## src/rtl/sequential_alu.sv

```systemverilog
// Handshaked multi-cycle ALU: logic/add/sub in one step, shifts one bit per clock,
// optional shift-add multiply built only when SEQ_ALU_MUL_EN is defined.
module sequential_alu #(
  parameter int N = 8
) (
  input  logic         clk,
  input  logic         reset_n,
  input  logic         in_valid,
  output logic         in_ready,
  input  logic [N-1:0] a,
  input  logic [N-1:0] b,
  input  logic [3:0]   ALUControl,
  output logic         out_valid,
  input  logic         out_ready,
  output logic [N-1:0] out,
  output logic         negative,
  output logic         zero,
  output logic         carry_out,
  output logic         overflow,
  output logic         illegal_op
);
  localparam int SW = $clog2(N);
  localparam int CW = SW + 1;

  localparam logic [3:0] OP_AND = 4'b0000, OP_OR  = 4'b0001, OP_XOR  = 4'b0010, OP_NOT = 4'b0011;
  localparam logic [3:0] OP_SLL = 4'b0100, OP_SRL = 4'b0101, OP_SRA  = 4'b0110;
  localparam logic [3:0] OP_ADD = 4'b1000, OP_SUB = 4'b1001, OP_ADD1 = 4'b1010, OP_MUL = 4'b1100;

  typedef enum logic [1:0] {IDLE, BUSY, DONE} state_t;

  state_t        state_q, state_d;
  logic [3:0]    op_q, op_d, op_in;
  logic [N-1:0]  sh_q, sh_d, sh_in, sh_nx;
  logic [CW-1:0] cnt_q, cnt_d, cnt_in;
  logic [N-1:0]  res_q, res_d;
  logic          n_q, n_d, z_q, z_d, c_q, c_d, v_q, v_d, ill_q, ill_d;
  logic          accept, sh_c, is_shift_in, is_mul_in;
  logic [N-1:0]  mul_res, addb, fin_res;
  logic          mul_hi, cin, add_v, fin_c, fin_v, fin_ill;
  logic [N:0]    sum;

  assign in_ready = reset_n && (state_q == IDLE || (state_q == DONE && out_ready));
  assign accept   = in_valid && in_ready;

`ifdef SEQ_ALU_MUL_EN
  localparam bit MUL_EN = 1'b1;
  logic [2*N-1:0] acc_q, acc_d, acc_in, mcand_q, mcand_d, mcand_in;
  logic [N-1:0]   mplier_q, mplier_d, mplier_in;

  // Shift-add: retire one multiplier bit per step; the accept edge does step one.
  always_comb begin
    acc_in    = accept ? '0 : acc_q;
    mcand_in  = accept ? {{N{1'b0}}, a} : mcand_q;
    mplier_in = accept ? b : mplier_q;
    acc_d     = acc_in + (mplier_in[0] ? mcand_in : '0);
    mcand_d   = mcand_in << 1;
    mplier_d  = mplier_in >> 1;
  end

  always_ff @(posedge clk or negedge reset_n) begin
    if (!reset_n) begin
      acc_q    <= '0;
      mcand_q  <= '0;
      mplier_q <= '0;
    end else if (accept || state_q == BUSY) begin
      acc_q    <= acc_d;
      mcand_q  <= mcand_d;
      mplier_q <= mplier_d;
    end
  end

  assign mul_res = acc_d[N-1:0];
  assign mul_hi  = |acc_d[2*N-1:N];
`else
  localparam bit MUL_EN = 1'b0;
  assign mul_res = '0;
  assign mul_hi  = 1'b0;
`endif

  // Accept-edge values come straight from the ports; later steps from the working regs.
  always_comb begin
    op_in       = accept ? ALUControl : op_q;
    sh_in       = accept ? a : sh_q;
    is_mul_in   = MUL_EN && (op_in == OP_MUL);
    is_shift_in = (op_in == OP_SLL) || (op_in == OP_SRL) || (op_in == OP_SRA);
    if (accept) cnt_in = (ALUControl == OP_MUL) ? CW'(N) : CW'(b[SW-1:0]);
    else        cnt_in = cnt_q;
  end

  always_comb begin
    sh_c  = 1'b0;
    sh_nx = sh_in;
    case (op_in[1:0])
      2'b00:   begin sh_c = sh_in[N-1]; sh_nx = {sh_in[N-2:0], 1'b0}; end
      2'b01:   begin sh_c = sh_in[0];   sh_nx = {1'b0, sh_in[N-1:1]}; end
      2'b10:   begin sh_c = sh_in[0];   sh_nx = {sh_in[N-1], sh_in[N-1:1]}; end
      default: ;
    endcase
  end

  // SUB is a + ~b + 1, so C is the no-borrow flag and V uses the inverted b sign.
  always_comb begin
    addb  = (ALUControl == OP_SUB) ? ~b : b;
    cin   = (ALUControl == OP_SUB) || (ALUControl == OP_ADD1);
    sum   = {1'b0, a} + {1'b0, addb} + {{N{1'b0}}, cin};
    add_v = (a[N-1] == addb[N-1]) && (sum[N-1] != a[N-1]);
  end

  always_comb begin
    fin_res = '0;
    fin_c   = 1'b0;
    fin_v   = 1'b0;
    fin_ill = 1'b0;
    case (op_in)
      OP_AND: fin_res = a & b;
      OP_OR:  fin_res = a | b;
      OP_XOR: fin_res = a ^ b;
      OP_NOT: fin_res = ~a;
      OP_SLL, OP_SRL, OP_SRA: begin
        if (cnt_in == '0) fin_res = sh_in;
        else begin
          fin_res = sh_nx;
          fin_c   = sh_c;
        end
      end
      OP_ADD, OP_SUB, OP_ADD1: begin
        fin_res = sum[N-1:0];
        fin_c   = sum[N];
        fin_v   = add_v;
      end
      OP_MUL: begin
        fin_res = mul_res;
        fin_c   = mul_hi;
        fin_ill = !MUL_EN;
      end
      default: fin_ill = 1'b1;
    endcase
  end

  always_comb begin
    state_d = state_q;
    op_d    = op_q;
    sh_d    = sh_q;
    cnt_d   = cnt_q;
    res_d   = res_q;
    n_d     = n_q;
    z_d     = z_q;
    c_d     = c_q;
    v_d     = v_q;
    ill_d   = ill_q;
    if (accept || state_q == BUSY) begin
      op_d  = op_in;
      sh_d  = sh_nx;
      cnt_d = cnt_in - CW'(1);
      if ((is_shift_in || is_mul_in) && cnt_in > CW'(1)) begin
        state_d = BUSY;
      end else begin
        state_d = DONE;
        res_d   = fin_res;
        n_d     = op_in[3] && fin_res[N-1];
        z_d     = (fin_res == '0);
        c_d     = fin_c;
        v_d     = fin_v;
        ill_d   = fin_ill;
      end
    end else if (state_q == DONE && out_ready) begin
      state_d = IDLE;
    end
  end

  always_ff @(posedge clk or negedge reset_n) begin
    if (!reset_n) begin
      state_q <= IDLE;
      op_q    <= '0;
      sh_q    <= '0;
      cnt_q   <= '0;
      res_q   <= '0;
      n_q     <= 1'b0;
      z_q     <= 1'b0;
      c_q     <= 1'b0;
      v_q     <= 1'b0;
      ill_q   <= 1'b0;
    end else begin
      state_q <= state_d;
      op_q    <= op_d;
      sh_q    <= sh_d;
      cnt_q   <= cnt_d;
      res_q   <= res_d;
      n_q     <= n_d;
      z_q     <= z_d;
      c_q     <= c_d;
      v_q     <= v_d;
      ill_q   <= ill_d;
    end
  end

  assign out_valid  = (state_q == DONE);
  assign out        = res_q;
  assign negative   = n_q;
  assign zero       = z_q;
  assign carry_out  = c_q;
  assign overflow   = v_q;
  assign illegal_op = ill_q;
endmodule

```

## config.mk

```make
export PLATFORM = sky130hd
export DESIGN_NAME = sequential_alu
export DESIGN_NICKNAME = d
export VERILOG_FILES = /design/src/rtl/sequential_alu.sv
export SDC_FILE = /design/constraint.sdc
export NUM_CORES = 1
export LEC_CHECK = 0
export ABC_AREA = 1
export BUFFER_PORTS_ARGS = -buffer_cell sky130_fd_sc_hd__buf_2
export CAP_MARGIN = 10
export CORE_ASPECT_RATIO = 0.75
export CORE_MARGIN = 2
export CORE_UTILIZATION = 60
export CTS_BUF_LIST = sky130_fd_sc_hd__clkbuf_16
export CTS_CLUSTER_DIAMETER = 30
export CTS_CLUSTER_SIZE = 12
export DETAILED_ROUTE_END_ITERATION = 16
export GPL_TIMING_DRIVEN = 0
export PLACE_DENSITY = 0.92
export SETUP_SLACK_MARGIN = 0.15
export SLEW_MARGIN = 0
export SYNTH_ARGS = -nofsm -noshare
export SYNTH_HDL_FRONTEND = slang
export SYNTH_SLANG_ARGS = --single-unit
```

## constraint.sdc

```tcl
create_clock -name clk -period 3.8 [get_ports clk]
set_clock_uncertainty 0.1 [all_clocks]
set_input_delay 0.76 -clock clk [delete_from_list [all_inputs] [get_ports clk]]
set_output_delay 0.76 -clock clk [all_outputs]
set_load 0.05 [all_outputs]
```

==> impl_results.rst <==
.. list-table::
   :header-rows: 1

   * - Metric
     - Value
   * - Measured slew at the worst slew-check pin
     - 487 ps
   * - Proportion of total power due to net switching
     - 0.540
   * - Share of total power in the clock network
     - 0.149
   * - Worst path top cell family by delay
     - simple AND/OR/NAND/NOR gates
   * - Total buffers and inverters traversed by the critical path
     - 7
   * - Power share of the combinational group
     - 0.669
   * - Last element of the critical path
     - zero
   * - Post-synthesis cell count
     - 486
   * - Net load switching power
     - 1.59 mW
   * - Number of endpoints failing setup at the final stage
     - 0
   * - First-pass GRT wire length
     - 15,100 um
   * - Pint
     - 1.36 mW
   * - Leading post-synthesis cells by cell area
     - sky130_fd_sc_hd__dfrtp_1 (24%), sky130_fd_sc_hd__nand2_1 (15%), sky130_fd_sc_hd__ha_1 (12%)
   * - Core region area
     - 5240 um^2
   * - Unique cell type count in the Yosys netlist
     - 35
   * - Highest clock frequency the design can meet
     - 0.280 GHz
   * - Syn Nets
     - 542
   * - Dominant cell type by count on the critical path
     - sky130_fd_sc_hd__nor2_4
   * - DRT Wirelength
     - 9260 um
   * - Vias after detailed routing
     - 3,512
   * - Core Rows
     - 23
   * - Final Util
     - 0.716
   * - Beginning of the critical path
     - reset_n
   * - Maximum number of pins on one net before global-route repair
     - 34
   * - Clock period minus final worst setup slack
     - 3570 ps
   * - Number of global-route vias before repair
     - 3,339
   * - Antenna violations before repair
     - 0
   * - Endpoint class of the critical path
     - flip-flop
   * - Kind of critical path
     - in2reg
   * - Proportion of power drawn by flip-flops and latches
     - 0.181
   * - Total die area
     - 5950 um^2
   * - Layout-stage area growth over the synthesis result
     - 17.0%
   * - Fraction of the yosys area taken by sequential cells
     - 0.242
   * - Setup TNS
     - 0 ps
   * - Die X-Extent
     - 88.4 um
   * - Fraction of final layout cells with drive strength greater than 1
     - 0.176
   * - Cell area after placement
     - 3480 um^2
   * - Final instance area
     - 3750 um^2
   * - Input/output buffers
     - 37
   * - Starting density of the core
     - 0.612
   * - CP Cell Sequence
     - buf_12 > inv_1 > nor2_4 > nand3_4 > buf_6 > clkinv_2 > or2_2 > o21ai_2 > inv_1 > ha_2 > nor2_4 > inv_2 > nor2_4 > nor3_1 > clkbuf_4 > nand2_1 > a21oi_1 > nor2_4 > nand2_1 > nor2_1 > nand3_1 > nand2_1
   * - IR Drop Worst-Case VDD
     - 0.633 mV
   * - Post-synth ARST share
     - 1.00
   * - Critical path launch point type
     - input pin
   * - Cell area after synthesis
     - 3200 um^2
   * - CTS clock-pin slew for the worst setup and hold paths
     - 50 ps
   * - Critical register-to-register path endpoint
     - zero
   * - Buffer levels on the longest clock path
     - 2
   * - Remaining antenna violation count
     - 0
   * - Clock tree from TritonCTS
     - built
   * - Number of placed I/O pins
     - 39
   * - CP required
     - 3860 ps
   * - Later-pin clock latency in the skew report
     - 270 ps
   * - Clock tree root driver cell
     - sky130_fd_sc_hd__clkbuf_16
   * - Maximum level of the CTS H-tree
     - 2
   * - Cell type of the slowest stage on the worst timing path
     - sky130_fd_sc_hd__ha_2
   * - Area share of the largest cell type after synthesis
     - 0.242
   * - Fin crit share
     - 0.940
   * - Clock net sink count
     - 31
   * - Rel. slew slack
     - 0.672
   * - GRT Overall Usage
     - 0.331
   * - Count of warnings emitted by yosys
     - 0
   * - Maxcap violations
     - 0
   * - Post-synth top flop
     - sky130_fd_sc_hd__dfrtp_1
   * - Leak pwr
     - 2.03 nW
   * - Initial DRC count
     - 331
   * - Count of cell instances traversed by the critical path
     - 22
   * - Delay contributed by the slowest stage of the critical path
     - 310 ps
   * - Synth Register Bits
     - 31
   * - Post-synth EDFFs
     - 0
   * - Post-synthesis area per instance
     - 6.59 um^2
   * - Most used cells in the layout excluding fill and tap cells
     - sky130_fd_sc_hd__nand2_1 (125), sky130_fd_sc_hd__inv_1 (75), sky130_fd_sc_hd__nor2_1 (40), sky130_fd_sc_hd__nand3_1 (40), sky130_fd_sc_hd__buf_2 (39)
   * - Flop-to-flop setup slack
     - 540 ps
   * - Fillers
     - 452
   * - Hold/Removal Path Class
     - in2async
   * - Power density of the placed cells
     - 788 nW/um^2
   * - Final routed DRC violation total
     - 0
   * - Number of antenna cells inserted
     - 0
   * - Final nets
     - 589
   * - Result of the run
     - completed
   * - Most common cell after layout, fill and taps aside
     - sky130_fd_sc_hd__nand2_1
   * - Vert. Die Dim
     - 67.3 um
   * - HPWL reported at the end of detailed placement
     - 7120 um
   * - Unrepaired setup endpoints after global routing
     - yes
   * - Power, Total
     - 2.95 mW
   * - Number of CTS-inserted buffers
     - 5
   * - Routed vias/inst
     - 5.77
   * - Maximum fanout along the worst path
     - 33
   * - Cell type with the highest aggregate area in the netlist
     - sky130_fd_sc_hd__dfrtp_1
   * - Weighted congestion at the end of routability-driven global placement
     - 0.963
   * - Crit Reg-Reg Startpoint
     - state_q[1]
   * - Final Max Tran Viols
     - 0
   * - Number of endpoints with negative hold slack in the final report
     - 0
   * - Remaining global-route overflow
     - 0
   * - Average detailed-routed wire length per instance
     - 15.2 um
   * - Data arrival, critical path
     - 3640 ps
   * - Number of iterations in the first detailed-routing pass
     - 5
   * - Worst Reg-to-Reg Cells
     - 21
## power by group through the flow
| stage | Clock, mW | Sequential [mW] | Combinational (mW) |
|---|---|---|---|
| 6_report | 0.441 | 0.535 | 1.98 |
| 5_1_grt | 0.464 | 0.548 | 2.17 |
| 4_1_cts | 0.449 | 0.534 | 1.86 |
| 3_5_place_dp | 0 | 0.536 | 1.82 |
| 3_3_place_gp | 0 | 0.529 | 1.76 |
| 2_1_floorplan | 0 | 0.699 | 1.20 |
## worst min-delay path by stage
| stage | startpoint | endpoint | slack, ps | cells after the start |
|---|---|---|---|---|
| 6_report | reset_n | op_q[2] | 210 | 1 |
| 5_1_grt | reset_n | op_q[2] | 220 | 1 |
| 4_1_cts | reset_n | op_q[2] | 210 | 1 |
| 3_5_place_dp | zero | zero | 360 | 2 |
| 3_3_place_gp | op_q[1] | op_q[1] | 360 | 2 |
| 2_1_floorplan | op_q[1] | op_q[1] | 340 | 2 |
## sequential cells by signal (all words and copies together), names as in the netlist
name        flops
negative        1
state_q         2
op_q            4
illegal_op      1
sh_q            8
cnt_q           4
carry_out       1
zero            1
out             8
overflow        1
## cells in the mapped netlist (4+ instances only)
cell and n:
sky130_fd_sc_hd__buf_6 6, sky130_fd_sc_hd__dfrtp_1 31, sky130_fd_sc_hd__inv_1 77, sky130_fd_sc_hd__nand3b_1 5, sky130_fd_sc_hd__xor2_1 10, sky130_fd_sc_hd__o21ai_1 4
sky130_fd_sc_hd__nand2_1 126, sky130_fd_sc_hd__buf_2 4, sky130_fd_sc_hd__clkbuf_1 4, sky130_fd_sc_hd__nand3_1 40, sky130_fd_sc_hd__ha_1 30, sky130_fd_sc_hd__a21oi_1 8
sky130_fd_sc_hd__nor2_1 49, sky130_fd_sc_hd__nand2_2 5, sky130_fd_sc_hd__nand4_1 27, sky130_fd_sc_hd__o21ai_0 28
## through the flow
step	hold slack [ps]	std cells	setup WS (ps)
CTS	210	608	160
detailed placement	362	598	-1120
global route	222	609	23.8
floorplan	343	486	295
finish	210	609	228
global placement	357	598	-991
## final cells by class
type / instances / area, um^2 / area share
inverters: 81 / 310 / 0.0828
flip-flops and latches: 31 / 776 / 0.207
clock buffers: 5 / 125 / 0.0334
repair buffers: 40 / 223 / 0.0594
plain buffers: 14 / 109 / 0.0290
well taps: 75 / 93.8 / 0.0250
clock inverters: 3 / 38.8 / 0.0103
multi-input cells: 360 / 2070 / 0.553
## kinds of logic (layout without fill, tap and decap cells)
kind of cell	after synthesis	count (layout)	synth area share
AND/OR/NAND/NOR	263	263	0.376
buffers and inverters	95	143	0.129
AO/OA/AOI/OAI	54	54	0.0937
adder cells (fa/ha/maj)	32	32	0.130
flip-flops	31	31	0.242
XOR/XNOR	11	11	0.0301
## layer usage
metal	global-route usage	vias up	routed length (um)
met5	0	-	0
met4	0.0966	0	221
met3	0.0795	26	920
met2	0.541	203	4170
met1	0.440	1618	3950
li1	-	1665	-
## repair_timing
action | 4_1_cts | 5_1_grt
cloned | 0 | 0
hold endpoints to repair | 0 | 0
resized for setup | 14 | 18
hold buffers | 0 | 0
pin swaps | 1 | 2
setup endpoints to repair | 23 | 15
setup buffers | 2 | 1
(Power assumes the default switching activity.)
